===== config.mk =====
export PLATFORM = sky130hd
export DESIGN_NAME = pin_test_sequencer
export DESIGN_NICKNAME = d
export VERILOG_FILES = /design/src/rtl/pin_test_sequencer_pkg.sv /design/src/rtl/pin_test_sequencer_dwell_timer.sv /design/src/rtl/pin_test_sequencer.sv
export SDC_FILE = /design/constraint.sdc
export NUM_CORES = 1
export LEC_CHECK = 0
export CAP_MARGIN = 40
export CORE_MARGIN = 10
export CORE_UTILIZATION = 50
export DETAILED_ROUTE_END_ITERATION = 10
export GPL_ROUTABILITY_DRIVEN = 0
export HOLD_SLACK_MARGIN = 0.08
export PLACE_DENSITY_LB_ADDON = 0.15
export SLEW_MARGIN = 40
export SYNTH_ARGS = -nofsm -noshare
export SYNTH_HDL_FRONTEND = slang
export SYNTH_SLANG_ARGS = --single-unit

===== constraint.sdc =====
create_clock -name clk -period 2.7 [get_ports clk]
set_clock_uncertainty 0.15 [all_clocks]
set_input_delay 0.81 -clock clk [delete_from_list [all_inputs] [get_ports clk]]
set_output_delay 0.81 -clock clk [all_outputs]
set_load 0.005 [all_outputs]

===== src/rtl/pin_test_sequencer_pkg.sv =====
// Shared phase codes, widths and sizing helpers
// for the pin bank self-test sequencer.
package pin_test_pkg;

    localparam int PHASE_W = 3;
    localparam int IDX_W   = 6;

    typedef enum logic [PHASE_W-1:0] {
        IDLE    = 3'd0,
        ALL_ON  = 3'd1,
        ALL_OFF = 3'd2,
        WALK1   = 3'd3,
        WALK0   = 3'd4,
        DONE    = 3'd5
    } phase_e;

    // A one-cycle dwell still needs a 1-bit counter.
    function automatic int cnt_w(input int d);
        return (d <= 1) ? 1 : $clog2(d);
    endfunction

endpackage


===== src/rtl/pin_test_sequencer_dwell_timer.sv =====
// Step dwell counter: counts 0..DWELL-1 while enabled,
// pulses tick on the last count and wraps to zero.
module dwell_timer
    import pin_test_pkg::*;
#(
    parameter int DWELL = 12000000
) (
    input  logic clk,
    input  logic rst_n,
    input  logic clr,
    input  logic en,
    output logic tick
);

    localparam int CW = cnt_w(DWELL);
    localparam logic [CW-1:0] LAST = CW'(DWELL - 1);

    logic [CW-1:0] cnt;

    assign tick = en && (cnt == LAST);

    always_ff @(posedge clk or negedge rst_n) begin
        if (!rst_n) begin
            cnt <= '0;
        end else if (clr || tick) begin
            cnt <= '0;
        end else if (en) begin
            cnt <= cnt + CW'(1);
        end
    end

endmodule


===== src/rtl/pin_test_sequencer.sv =====
// Timed, restartable self-test scan over the output pin bank:
// all on, all off, walking one, walking zero.
module pin_test_sequencer
    import pin_test_pkg::*;
#(
    parameter int NUM_PINS = 40,
    parameter int DWELL    = 12000000
) (
    input  logic                clk,
    input  logic                rst_n,
    input  logic                start,
    input  logic                abort,
    input  logic                hold,
    input  logic                loop_en,
    output logic [NUM_PINS-1:0] pins,
    output logic                busy,
    output logic                done,
    output logic [PHASE_W-1:0]  phase,
    output logic [IDX_W-1:0]    pin_idx
);

    localparam logic [IDX_W-1:0] LAST_IDX = IDX_W'(NUM_PINS - 1);

    phase_e              state;
    phase_e              state_d;
    logic [IDX_W-1:0]    idx;
    logic [IDX_W-1:0]    idx_d;
    logic [NUM_PINS-1:0] pins_d;
    logic                busy_d;
    logic                done_d;
    logic                active;
    logic                en;
    logic                clr;
    logic                tick;
    logic                last;

    assign active = (state == ALL_ON) || (state == ALL_OFF)
                 || (state == WALK1)  || (state == WALK0);
    assign en     = active && !hold && !abort;
    assign clr    = abort || !active;
    assign last   = (idx == LAST_IDX);

    dwell_timer #(
        .DWELL (DWELL)
    ) u_timer (
        .clk   (clk),
        .rst_n (rst_n),
        .clr   (clr),
        .en    (en),
        .tick  (tick)
    );

    always_ff @(posedge clk or negedge rst_n) begin
        if (!rst_n) begin
            state <= IDLE;
            idx   <= '0;
        end else begin
            state <= state_d;
            idx   <= idx_d;
        end
    end

    always_comb begin
        state_d = state;
        idx_d   = idx;
        if (abort) begin
            state_d = IDLE;
            idx_d   = '0;
        end else begin
            case (state)
                IDLE, DONE: begin
                    if (start) begin
                        state_d = ALL_ON;
                        idx_d   = '0;
                    end
                end
                ALL_ON: begin
                    if (tick) state_d = ALL_OFF;
                end
                ALL_OFF: begin
                    if (tick) begin
                        state_d = WALK1;
                        idx_d   = '0;
                    end
                end
                WALK1: begin
                    if (tick) begin
                        if (last) begin
                            state_d = WALK0;
                            idx_d   = '0;
                        end else begin
                            idx_d = idx + IDX_W'(1);
                        end
                    end
                end
                WALK0: begin
                    if (tick) begin
                        if (last) begin
                            state_d = loop_en ? ALL_ON : DONE;
                            idx_d   = '0;
                        end else begin
                            idx_d = idx + IDX_W'(1);
                        end
                    end
                end
                default: begin
                    state_d = IDLE;
                    idx_d   = '0;
                end
            endcase
        end
    end

    // Decode from the next state so the pattern lands with the phase.
    always_comb begin
        pins_d = '0;
        busy_d = 1'b0;
        done_d = 1'b0;
        unique case (1'b1)
            state_d == ALL_ON: begin
                pins_d = '1;
                busy_d = 1'b1;
            end
            state_d == ALL_OFF: begin
                busy_d = 1'b1;
            end
            state_d == WALK1: begin
                pins_d = NUM_PINS'(1) << idx_d;
                busy_d = 1'b1;
            end
            state_d == WALK0: begin
                pins_d = ~(NUM_PINS'(1) << idx_d);
                busy_d = 1'b1;
            end
            state_d == DONE: begin
                done_d = 1'b1;
            end
            default: begin
                pins_d = '0;
            end
        endcase
    end

    always_ff @(posedge clk or negedge rst_n) begin
        if (!rst_n) begin
            pins <= '0;
            busy <= 1'b0;
            done <= 1'b0;
        end else begin
            pins <= pins_d;
            busy <= busy_d;
            done <= done_d;
        end
    end

    assign phase   = state;
    assign pin_idx = idx;

endmodule


# Yosys cells after proc, flatten, opt, wreduce, memory -nomap -nowiden
# Cells that the tools add are included.
[word_totals]
regBits = 75
latchBits = 0
ramBits = 0
romBits = 0
output_inout_bits = 51
n_memories = 0
[classes]
addsub = 2
mul = 0
n_div = 0
order_cmp = 0
n_eq_ne = 12
shifts = 1
mux = 21
n_bitwise = 1
reduce_logical = 16
[op_table]
columns = ["op", "count"]
rows = [
  ["40-bit one-hot mux with 3 select lines", 1],
  ["24-bit 2-to-1 mux", 2],
  ["40-bit inverter", 1],
  ["1-bit by 6-bit << shifter with 40-bit output (first input constant)", 1],
  ["6-bit 2-to-1 mux", 5],
  ["3-bit 2-to-1 mux", 9],
  ["24-bit by 1-bit adder with 24-bit output (second input constant)", 1],
  ["24-bit equality test (second input constant)", 1],
  ["6-bit one-hot mux with 4 select lines", 1],
  ["3-bit one-hot mux with 5 select lines", 1],
  ["3-bit by 2-bit equality test with 1-bit output (second input constant)", 4],
  ["3-bit equality test (second input constant)", 4],
  ["6-bit by 1-bit adder with 6-bit output (second input constant)", 1],
  ["3-bit by 1-bit equality test with 1-bit output (second input constant)", 2],
  ["6-bit equality test (second input constant)", 1],
  ["1-bit logical OR", 5],
  ["2-bit OR reduction", 2],
  ["4-bit OR reduction", 1],
  ["1-bit logical AND", 3],
  ["1-bit logical NOT", 3],
  ["3-bit logical NOT", 1],
  ["1-bit 2-to-1 mux", 2],
  ["2-bit nonzero test", 1],
]

# Depth between registers and ports, before layout
[logic_depth]
word_depth = 13
mapped_depth = 12
depth_no_buf = 10

# Hierarchy
# Synthesis repeated with hierarchy kept, for this count alone.
[hier_totals]
cells_unflattened = 435
area_unflattened_um2 = 4186.5
[modules_own_cells]
columns = ["mod", "n_inst", "cells_each", "area_per_inst_um2", "seq_area_each_um2"]
rows = [
  ["pin_test_sequencer", 1, 298, 2861.5, 1276.2],
  ["dwell_timer", 1, 137, 1325.0, 600.6],
]

# Least setup slack after synthesis
# Ideal clock, no wire load.
[synth_path]
path_type = "input port to flip-flop"
startpoint = "input port hold"
endpoint = "register pins[23]"
setup_time_ns = 0.147
t_arrival_ns = 2.950
required_ns = 2.403
path_slack_ns = -0.547
path_stages = 9
cell_sequence = "clkbuf_1 > or4_4 > nor4_4 > mux2i_1 > o21ai_4 > or2_0 > clkbuf_1 > o21ai_0 > o311ai_1"
[synth_between]
elab_chain_cells = 10
[synth_rtl]
columns = ["element", "line_no", "rtl"]
rows = [
  ["from (decl)", "pin_test_sequencer.sv:13", "input logic hold,"],
  ["1-bit logical NOT *", "pin_test_sequencer.sv:39", "assign en = active && !hold && !abort;"],
  ["1-bit logical AND * (2 in a row)", "pin_test_sequencer.sv:39", ""],
  ["1-bit logical AND *", "pin_test_sequencer_dwell_timer.sv:20", "assign tick = en && (cnt == LAST);"],
  ["parallel branches: the longest is 5 deep, another holds 3-bit one-hot mux with 5 select lines", "n/a", ""],
  ["40-bit one-hot mux with 3 select lines *", "pin_test_sequencer.sv:119", "unique case (1'b1)"],
  ["net pins_d[23]", "pin_test_sequencer.sv:28", "logic [NUM_PINS-1:0] pins_d;"],
  ["to (signal assigned)", "pin_test_sequencer.sv:150", "pins <= pins_d;"],
  ["to (decl)", "pin_test_sequencer.sv:15", "output logic [NUM_PINS-1:0] pins,"],
]
# Mark *: on every way through the listed nets, which the timed path passes.
# A chain may end at the register's enable or synchronous reset.

# Worst setup path in the final report
[layout_path]
startpoint = "input port start"
endpoint = "register pins[4]"
[layout_between]
elab_chain_cells = 6
[layout_rtl]
columns = ["element", "line_no", "rtl"]
rows = [
  ["from (decl)", "pin_test_sequencer.sv:11", "input logic start,"],
  ["6-bit 2-to-1 mux *", "pin_test_sequencer.sv:72", "if (start) begin"],
  ["6-bit one-hot mux with 4 select lines *", "pin_test_sequencer.sv:70", "case (state)"],
  ["6-bit 2-to-1 mux *", "pin_test_sequencer.sv:66", "if (abort) begin"],
  ["net idx_d[5]", "pin_test_sequencer.sv:27", "logic [IDX_W-1:0] idx_d;"],
  ["1-bit by 6-bit << shifter with 40-bit output *", "pin_test_sequencer.sv:128, pin_test_sequencer.sv:132", ""],
  ["40-bit inverter", "pin_test_sequencer.sv:132", "pins_d = ~(NUM_PINS'(1) << idx_d);"],
  ["40-bit one-hot mux with 3 select lines *", "pin_test_sequencer.sv:119", ""],
  ["net pins_d[4]", "pin_test_sequencer.sv:28", ""],
]
# The timed path passes the listed nets; every way through them passes the cells marked *.

==> metrics.log <==
[metrics] hold violation count in the final report: 0
[metrics] row count: 33
[metrics] Worst Tran Pin Value: 669 ps
[metrics] Clock Pin Slew Worst Setup and Hold Paths: 90 ps
[metrics] hold crit path type: primary input to async pin
[metrics] DRC violation count after routing: 0
[metrics] max-cap violation count: 0
[metrics] max-slew headroom at the worst pin: 55.4%
[metrics] top area cells in the synthesized netlist: sky130_fd_sc_hd__dfrtp_1 (45%), sky130_fd_sc_hd__mux2i_1 (8.5%), sky130_fd_sc_hd__nor2_1 (4.5%)
[metrics] total leakage power: 2.84 nW
[metrics] Worst Setup SP: start
[metrics] proportion of layout cells with a drive suffix above 1: just over 40%
[metrics] Data required, critical path: 2820 ps
[metrics] post-route insts no fill: 693
[metrics] endpoints failing setup: 40
[metrics] overall die height: 111 µm
[metrics] clock period minus final worst setup slack: 3070 ps
[metrics] Crit. End Element: flop
[metrics] routed length per placed instance: roughly 20 µm
[metrics] global-route wire length before repair: roughly 20 mm
[metrics] Worst Setup Slack post-DPL: -929 ps
[metrics] number of buffers added by the clock tree synthesis step: 9
[metrics] smallest setup slack after layout: -375 ps
[metrics] reg2reg start: phase[0]$_DFF_PN0_
[metrics] failing checks: negative setup slack
[metrics] internal reg-to-reg setup slack: -350 ps
[metrics] number of top-level pins: 57
[metrics] number of max-slew violations in the final report: 0
[metrics] number of enable flip-flop cells after synthesis: 0
[metrics] largest fanout on the critical path: 7
[metrics] final worst path period share: 114%
[metrics] maximum number of pins on one net before global-route repair: 30
[metrics] antenna diode instance count: 0
[metrics] cell type of the slowest stage on the worst timing path: sky130_fd_sc_hd__nand2b_1
[metrics] share of Yosys cell area claimed by the top area cell type: 45.5%
[metrics] detailed-router iteration count before antenna repair: 4
[metrics] worst slack on hold paths: 320 ps
[metrics] Peak Freq: approximately 330 MHz
[metrics] Post-Syn Nets: 418
[metrics] Setup CP Type: primary input to flop
[metrics] worst reg2reg endpoint: pins[19]$_DFF_PN0_
[metrics] clock insertion delay at the later pin of the skew report: 360 ps
[metrics] total global routing overflow: 0
[metrics] result of the run: complete, but fails checks
[metrics] cell count after placement: 654
[metrics] Distinct cells, synth: 71
[metrics] H-tree depth: 3
[metrics] buffering stage count on the worst path with inverters included: 3
[metrics] Via density: 5.83
[metrics] number of buffer cells added on primary ports: between 50 and 60
[metrics] peak supply drop: 0.264 mV
[metrics] clock tree from TritonCTS: yes
[metrics] DPL Wire Length: about 8.1 mm
[metrics] maximum number of buffers from clock root to sink: 2
[metrics] Critical Path Max Stage Delay: roughly 400 ps
[metrics] Routed Antenna Nets: 0
[metrics] Yosys Warn Count: 0
[metrics] master cell of the clock root buffer: sky130_fd_sc_hd__clkbuf_8
[metrics] largest area contributor in the synthesized netlist: sky130_fd_sc_hd__dfrtp_1
[metrics] area of the die: 12300 µm²
[metrics] depth of the most critical reg-to-reg path: 8
[metrics] core region area: 8130 µm²
[metrics] Clock Sink Count: 75
[metrics] type of origin of the critical path: primary input
[metrics] global-route usage over all layers: 19.6%
[metrics] wirelength, routed: 14.0 mm
[metrics] via count: 4040
[metrics] width of the chip: roughly 110 µm
[metrics] Synth Cell Area: between 4000 and 5000 µm²
[metrics] initial cell density of the core: 50.7%
[metrics] crit-path leading delay family: simple AND/OR/NAND/NOR gates
[metrics] Yosys reg bits: 75
[metrics] Mapped Avg Cell Area: 10.1 µm²
[metrics] proportion of synthesized chip area in sequential cells: 45.5%
[metrics] proportion of register bits with asynchronous set or reset after synthesis: 100%
[metrics] RSZ-0062 raised after global routing: yes
[metrics] commonest register cell after synthesis: sky130_fd_sc_hd__dfrtp_1
[metrics] Most Frequent Cell on Critical Path: sky130_fd_sc_hd__buf_4
[metrics] series of cell instances along the critical path: dlygate4sd2_1, nor4b_4, buf_4, buf_4, a211oi_2, nor4bb_1, nand2_1, nand3_4, nand2b_1, nor2_1, mux2i_1
[metrics] pwr/cell area: 383 nW/µm²
[metrics] Nets: approximately 590
[metrics] area growth from synthesis to final layout: 55.8%
[metrics] worst endpoint data arrival time: 3200 ps
[metrics] DRT iter0 DRCs: 284
[metrics] vias in the first global route: about 4000
[metrics] number of instances in the synthesized netlist: 410
[metrics] antenna violations before repair: 0
==> kinds of logic after synthesis <==
| kind of cell | count (synthesis) | share of synthesized area, % |
|---|---|---|
| adders and majority gates | 3 | 0.849 |
| AOI/OAI and AO/OA | 67 | 12.1 |
| buffers and inverters | 29 | 4.31 |
| DFF | 75 | 45.5 |
| xor gates and xnor gates | 19 | 4.03 |
| and+or+nand+nor | 182 | 24.8 |
| muxes | 35 | 8.49 |
==> worst max path at each step <==
stage | to | slack, ps | cells after the start
2_1_floorplan | pins[33]$_DFF_PN0_ | -270 | 11
3_3_place_gp | pins[27]$_DFF_PN0_ | -900 | 9
3_5_place_dp | pins[20]$_DFF_PN0_ | -930 | 8
4_1_cts | pins[20]$_DFF_PN0_ | -190 | 8
5_1_grt | pins[4]$_DFF_PN0_ | -450 | 11
6_report | pins[4]$_DFF_PN0_ | -370 | 11
==> synth_stat cells (all sizes together) (4+ instances only) <==
library cell  instances
a211oi                4
clkbuf                8
o311ai                4
nor3b                 4
xnor2                 7
inv                   7
buf                  14
and2                  5
nor3                  9
dfrtp                75
nand4                 5
nand3                32
or3                   4
a21oi                13
mux2i                35
and3                  8
o21ai                18
nor2                 52
nand2b                6
o211ai                4
xor2                 12
nor4                  6
nand2                31
==> registers in the layout (all words and copies together) (netlist names) <==
register	count
pins	40
u_timer.cnt	24
busy	1
pin_idx	6
done	1
phase	3
==> report_power, final <==
part           internal [mW]  switching (mW)
sequential              1.17          0.0191
combinational          0.197           0.170
clock                  0.452           0.449
total                   1.82           0.638
==> timing repair <==
item,4_1_cts,5_1_grt
setup endpoints to repair,45,42
hold buffers,0,0
cloned,2,3
resized for setup,64,49
endpoints found under the hold margin,0,0
setup buffers,9,9
pin swaps,17,19
==> placed cells by master (no fill, tap or decap), types with 6 or more instances in the layout <==
cell type / n
sky130_fd_sc_hd__a21oi_1: 12
sky130_fd_sc_hd__nand2b_1: 6
sky130_fd_sc_hd__nor2_2: 9
sky130_fd_sc_hd__nand3_2: 10
sky130_fd_sc_hd__buf_6: 11
sky130_fd_sc_hd__xnor2_1: 7
sky130_fd_sc_hd__o21ai_0: 12
sky130_fd_sc_hd__buf_4: 109
sky130_fd_sc_hd__inv_1: 6
sky130_fd_sc_hd__nand3_1: 18
sky130_fd_sc_hd__clkbuf_8: 10
sky130_fd_sc_hd__mux2i_1: 33
sky130_fd_sc_hd__clkdlybuf4s50_1: 52
sky130_fd_sc_hd__xor2_1: 12
sky130_fd_sc_hd__nand2_1: 22
sky130_fd_sc_hd__nor2_1: 39
sky130_fd_sc_hd__dfrtp_1: 75
sky130_fd_sc_hd__nand2_2: 8
==> area by class of cell <==
type | instances | area (µm²)
sequential | 75 | 1880
multi-input combinational | 308 | 2550
clock inverter | 6 | 63.8
clock buffer | 10 | 138
inverter | 7 | 31.3
timing repair buffer | 182 | 1640
fill | 488 | 1710
tap | 105 | 131
==> through the flow <==
stage / instance area, µm² / util (%) / total power [mW] / TNS (ps)
5_1_grt: 6430 / 79.0 / 2.55 / -13200
2_1_floorplan: 4190 / - / 1.34 / -9800
6_report: 6430 / 79.0 / 2.46 / -9890
3_3_place_gp: 5520 / 67.9 / 1.52 / -39620
4_1_cts: 6080 / 74.8 / 2.43 / -4000
3_5_place_dp: 5520 / 67.9 / 1.52 / -41220
==> per-layer routing <==
| metal | global-route usage [%] | vias up | share of wire [%] |
|---|---|---|---|
| met5 | 0 | - | 0 |
| met3 | 5.03 | 51 | 7.3 |
| met1 | 24.1 | 1991 | 40 |
| met2 | 32.2 | 180 | 49 |
| met4 | 7.12 | 0 | 3.4 |
| li1 | - | 1818 | - |
Power figures use the tool's default switching activity.
